[src/rtl/nibble_add_seq.sv]
`default_nettype none
// ============================================================================
// Module      : nibble_add_seq
// Description : Sequential W-bit adder (W = 4*NIBBLES). A single 4-bit
//               carry-lookahead slice is time-shared across all nibbles,
//               one nibble per clock, LSB nibble first.
//               Optional macro NIBBLE_ADD_SEQ_CIN_EN adds a Cin port that
//               seeds the carry into nibble 0 (otherwise carry-in is 0).
// Revision    : 1.0 - initial release
// ============================================================================
module nibble_add_seq #(
  parameter int NIBBLES = 4
) (
  input  logic                   clk,
  input  logic                   rst,
  input  logic                   start,
  input  logic [4*NIBBLES-1:0]   A,
  input  logic [4*NIBBLES-1:0]   B,
`ifdef NIBBLE_ADD_SEQ_CIN_EN
  input  logic                   Cin,
`endif
  output logic                   ready,
  output logic                   busy,
  output logic                   done,
  output logic [4*NIBBLES-1:0]   S,
  output logic                   Carry
);

  localparam int W     = 4 * NIBBLES;
  localparam int IDX_W = (NIBBLES > 1) ? $clog2(NIBBLES) : 1;

  localparam logic [IDX_W-1:0] c_last_idx = IDX_W'(NIBBLES - 1);

  // Elaboration-time guard on the supported slice count
  if ((NIBBLES < 2) || (NIBBLES > 16)) begin : g_bad_nibbles
    $error("nibble_add_seq: NIBBLES must be in 2..16");
  end

  typedef enum logic [1:0] {
    ST_IDLE = 2'd0,
    ST_RUN  = 2'd1,
    ST_DONE = 2'd2
  } state_t;

  state_t             state_q, state_d;
  logic [IDX_W-1:0]   idx_q,   idx_d;
  logic [W-1:0]       a_q,     a_d;
  logic [W-1:0]       b_q,     b_d;
  logic               carry_q, carry_d;
  logic [W-1:0]       s_q,     s_d;
  logic               cout_q,  cout_d;
  logic               ready_q, ready_d;
  logic               busy_q,  busy_d;
  logic               done_q,  done_d;

  logic               w_cin;
  logic [IDX_W+1:0]   w_base;
  logic [3:0]         w_a_nib;
  logic [3:0]         w_b_nib;
  logic [3:0]         w_p;
  logic [3:0]         w_g;
  logic [4:0]         w_c;
  logic [3:0]         w_sum;

`ifdef NIBBLE_ADD_SEQ_CIN_EN
  assign w_cin = Cin;
`else
  assign w_cin = 1'b0;
`endif

  // Bit offset of the nibble currently being processed
  assign w_base  = {idx_q, 2'b00};
  assign w_a_nib = a_q[w_base +: 4];
  assign w_b_nib = b_q[w_base +: 4];

  // The one shared 4-bit carry-lookahead slice; carry-in comes from the
  // carry register so consecutive nibbles chain through time.
  assign w_p    = w_a_nib ^ w_b_nib;
  assign w_g    = w_a_nib & w_b_nib;
  assign w_c[0] = carry_q;
  assign w_c[1] = w_g[0] | (w_p[0] & w_c[0]);
  assign w_c[2] = w_g[1] | (w_p[1] & w_g[0]) | (w_p[1] & w_p[0] & w_c[0]);
  assign w_c[3] = w_g[2] | (w_p[2] & w_g[1]) | (w_p[2] & w_p[1] & w_g[0])
                | (w_p[2] & w_p[1] & w_p[0] & w_c[0]);
  assign w_c[4] = w_g[3] | (w_p[3] & w_g[2]) | (w_p[3] & w_p[2] & w_g[1])
                | (w_p[3] & w_p[2] & w_p[1] & w_g[0])
                | (w_p[3] & w_p[2] & w_p[1] & w_p[0] & w_c[0]);
  assign w_sum  = w_p ^ w_c[3:0];

  // Next-state and datapath update; DONE accepts start exactly like IDLE
  always_comb begin
    state_d = state_q;
    idx_d   = idx_q;
    a_d     = a_q;
    b_d     = b_q;
    carry_d = carry_q;
    s_d     = s_q;
    cout_d  = cout_q;
    case (state_q)
      ST_IDLE, ST_DONE: begin
        if (start) begin
          a_d     = A;
          b_d     = B;
          idx_d   = '0;
          carry_d = w_cin;
          state_d = ST_RUN;
        end else begin
          state_d = ST_IDLE;
        end
      end
      ST_RUN: begin
        s_d[w_base +: 4] = w_sum;
        carry_d          = w_c[4];
        if (idx_q == c_last_idx) begin
          cout_d  = w_c[4];
          state_d = ST_DONE;
        end else begin
          idx_d = idx_q + 1'b1;
        end
      end
      default: state_d = ST_IDLE;
    endcase
  end

  // Status outputs are decoded from the next state so they leave a flop
  always_comb begin
    ready_d = (state_d == ST_IDLE) || (state_d == ST_DONE);
    busy_d  = (state_d == ST_RUN);
    done_d  = (state_d == ST_DONE);
  end

  // State and datapath registers; reset discards any partial result
  always_ff @(posedge clk) begin
    if (rst) begin
      state_q <= ST_IDLE;
      idx_q   <= '0;
      a_q     <= '0;
      b_q     <= '0;
      carry_q <= 1'b0;
      s_q     <= '0;
      cout_q  <= 1'b0;
      ready_q <= 1'b1;
      busy_q  <= 1'b0;
      done_q  <= 1'b0;
    end else begin
      state_q <= state_d;
      idx_q   <= idx_d;
      a_q     <= a_d;
      b_q     <= b_d;
      carry_q <= carry_d;
      s_q     <= s_d;
      cout_q  <= cout_d;
      ready_q <= ready_d;
      busy_q  <= busy_d;
      done_q  <= done_d;
    end
  end

  assign ready = ready_q;
  assign busy  = busy_q;
  assign done  = done_q;
  assign S     = s_q;
  assign Carry = cout_q;

endmodule
`default_nettype wire

[config.mk]
export PLATFORM = sky130hd
export DESIGN_NAME = nibble_add_seq
export DESIGN_NICKNAME = d
export VERILOG_FILES = /design/src/rtl/nibble_add_seq.sv
export SDC_FILE = /design/constraint.sdc
export NUM_CORES = 1
export LEC_CHECK = 0
export ABC_AREA = 1
export BUFFER_PORTS_ARGS = -buffer_cell sky130_fd_sc_hd__buf_4
export CAP_MARGIN = 15
export CORE_MARGIN = 10
export CORE_UTILIZATION = 58
export DETAILED_ROUTE_END_ITERATION = 12
export GPL_TIMING_DRIVEN = 0
export PLACE_DENSITY = 0.84
export SYNTH_ARGS = -nofsm -noshare
export SYNTH_HDL_FRONTEND = slang
export SYNTH_SLANG_ARGS = --single-unit
[constraint.sdc]
create_clock -name clk -period 4.7 [get_ports clk]
set_input_delay 0.235 -clock clk [delete_from_list [all_inputs] [get_ports clk]]
set_output_delay 0.235 -clock clk [all_outputs]
set_load 0.005 [all_outputs]
==> flow_metrics.py <==
metrics = {
    "power_and_ir_drop": {
        "peakVddDrop_mv": 0.285,
        "leakage_nw": 1.39,
        "pwr_density_cell_nw_per_um2": 364,
    },
    "route": {
        "wirelength_mm": 6.33,
        "post_drt_wl_per_cell_um": 13.9,
        "drc_errors": 0,
        "firstDrtPassIters": 5,
        "viasPerCell": 5.35,
        "drt_iter0_markers": 227,
        "ant_nets": 0,
        "vias": 2430,
    },
    "clock_tree": {
        "cts_hold_buf": 0,
        "cts-buffers-inserted": 9,
        "cts_tree": "built",
        "path_clk_slew_ns": 0.06,
        "cts_resized": 0,
        "post_cts_buffers": 0,
        "clockBufferDepth": 2,
        "clock-sinks": 57,
        "clkLatencyLatePin_ns": 0.34,
        "htree_levels": 3,
        "cts_root_buffer": "clkbuf_8",
    },
    "timing": {
        "hold_violations": 0,
        "setup-violations-final": 0,
        "slew_violations": 0,
        "grt_setup_unrepaired": "false",
        "min_period_ns": 2.70,
        "finClkSkew_ns": 0.00538,
        "tns_ns": 0,
        "setup_ws_ns": 2.00,
        "layout_worst_path_cycle_share_pct": 57.5,
        "fmax_ghz": 0.370,
        "tightest_slew_ns": 0.590,
        "slew-limit-headroom_pct": 60.7,
    },
    "floorplanning": {
        "num_rows": 23,
        "ios": 55,
        "dieArea_um2": 7350,
        "fp.dieH_um": 85.7,
        "start_util_pct": 61.3,
        "die_w_um": 85.7,
        "core_um2": 4090,
    },
    "worst_setup_path": {
        "start_kind": "register",
        "worstPathArrival_ns": 2.97,
        "end_kind": "register",
        "critPathSlowestCell": "clkbuf_1",
        "max_stage_delay_ns": 0.47,
        "crit_type": "reg -> reg",
        "worstPathCellList": "inv_1 -> clkbuf_1 -> o21ai_0 -> o22ai_1 -> ha_1 -> nand3_1 -> nand4_1 -> nand2_2 -> nand2_1 -> nor2_1 -> nand2_1 -> a21oi_1",
        "critPathRequiredTime_ns": 4.97,
        "path_common_cell": "nand2_1",
        "cp_max_fo": 12,
    },
    "place": {
        "place_area_um2": 2970,
        "numPortBuffers": 54,
        "dp_hpwl_mm": 4.70,
        "gp_congestion": 0.883,
        "dp_slack_ns": 2.09,
    },
    "global_routing": {
        "antenna_found_initial": 0,
        "grt_pass1_wl_mm": 10.4,
        "grt_max_degree": 13,
        "grt_usage_pct": 17.1,
        "grt_pass1_vias": 2372,
        "overflow": 0,
    },
    "final_layout": {
        "post-route-util_pct": 77.0,
        "area_growth_syn_to_layout_pct": 25.6,
        "diodes": 0,
        "fin_area_um2": 3150,
        "mostFrequentLayoutCell": "nor2_1",
        "fill_cells": 327,
        "mostFrequentLayoutCells": "nor2_1, dfxtp_1, buf_4",
        "layout-drive-gt1-share_pct": 21.5,
        "final_nets": 446,
    },
    "yosys": {
        "synth_ff_type": "dfxtp_1",
        "synth_cell_type_count": 23,
        "syn_avg_cell_area_um2": 7.50,
        "synth-edff-count": 0,
        "synth_cells": 334,
        "yosysWarnings": 0,
        "ys_seq_area_share_pct": 45.6,
        "async_flop_share_pct": 0,
        "synth_area_um2": 2500,
        "syn-num-nets": 381,
        "synth-seq-cells": 57,
    },
    "worst_hold_path": {
        "hp-class": "in -> reg",
    },
    "run_status": {
        "status": "completed",
    },
    "run": {
        "max_cap_viol_count": 0,
    },
}
==> metal layers <==
metal,track usage (%),part of all wire (%),vias up
li1,-,-,1226
met1,19.1,42,1108
met2,27.7,48,83
met3,6.53,8.2,13
met4,9.13,1.6,0
met5,0,0,-
==> path summary, 6_finish.rpt <==
path	from	end	slack (ns)	cells past startpoint
worst max-delay path	idx_q[0]	S[6]	2.00	12
worst min-delay path	rst	S[15]	0.1	2
worst max register to register	idx_q[0]	S[6]	2.00	12
worst min register to register	S[3]	S[3]	0.46	2
==> sequential cells by signal, indices dropped and copies added (netlist names) <==
name,count
S,16
a_q,16
b_q,16
idx_q,2
state_q,2
Carry,1
busy,1
carry_q,1
done,1
ready,1
==> power breakdown <==
| part | internal [W] | switching [W] |
|---|---|---|
| clock network | 0.000217 | 0.000184 |
| logic | 0.0000833 | 0.000130 |
| registers | 0.000513 | 0.0000171 |
==> critical path, delay by kind of cell, from the launching register on <==
family          cells  cell delay (ns)
buf+inv             2             0.59
compound gates      3             0.71
fa+ha+maj           1             0.34
simple gates        6             0.59
flops               1             0.40
==> per-stage QoR <==
step	hold WS, ns	total power [W]	instances
6_report	0.0999	0.00115	454
5_1_grt	0.0987	0.00120	454
4_1_cts	0.0958	0.00115	454
3_5_place_dp	0.448	0.000749	438
3_3_place_gp	0.444	0.000742	438
2_1_floorplan	0.304	0.000677	334
==> synth_stat cells, types with 4 or more instances <==
| cell type | count | area share [%] |
|---|---|---|
| nor2_1 | 91 | 14 |
| dfxtp_1 | 57 | 46 |
| o21ai_0 | 50 | 10 |
| nand2_1 | 39 | 5.8 |
| a21oi_1 | 17 | 3.4 |
| clkbuf_1 | 12 | 1.8 |
| ha_1 | 11 | 5.5 |
| inv_1 | 10 | 1.5 |
| nand3_1 | 9 | 1.8 |
| o22ai_1 | 8 | 2.0 |
| inv_2 | 5 | 0.75 |
| nor2_2 | 5 | 1.2 |
| buf_2 | 4 | 0.80 |
| nand4_1 | 4 | 1.0 |
==> kinds of logic (layout without fill, tap and decap cells) <==
kind of cell	Yosys count	in the layout	synth area share [%]
buffers and inverters	31	101	4.85
adder cells (fa/ha/maj)	12	12	6.29
AO/OA/AOI/OAI	79	79	16.6
AND/OR/NAND/NOR	154	154	26.4
flip-flops	57	57	45.6
XOR/XNOR	1	1	0.350
==> cell type report <==
type / count / area, µm² / share of cell area, %
Buffer: 16 / 65.1 / 2.07
Clock buffer: 13 / 159 / 5.05
Clock inverter: 3 / 15.0 / 0.477
Inverter: 15 / 56.3 / 1.79
Multi-Input combinational cell: 246 / 1240 / 39.5
Sequential cell: 57 / 1140 / 36.3
Tap cell: 50 / 62.6 / 1.99
Timing Repair Buffer: 54 / 405 / 12.9
No activity file was read; power rests on OpenSTA's default activity.
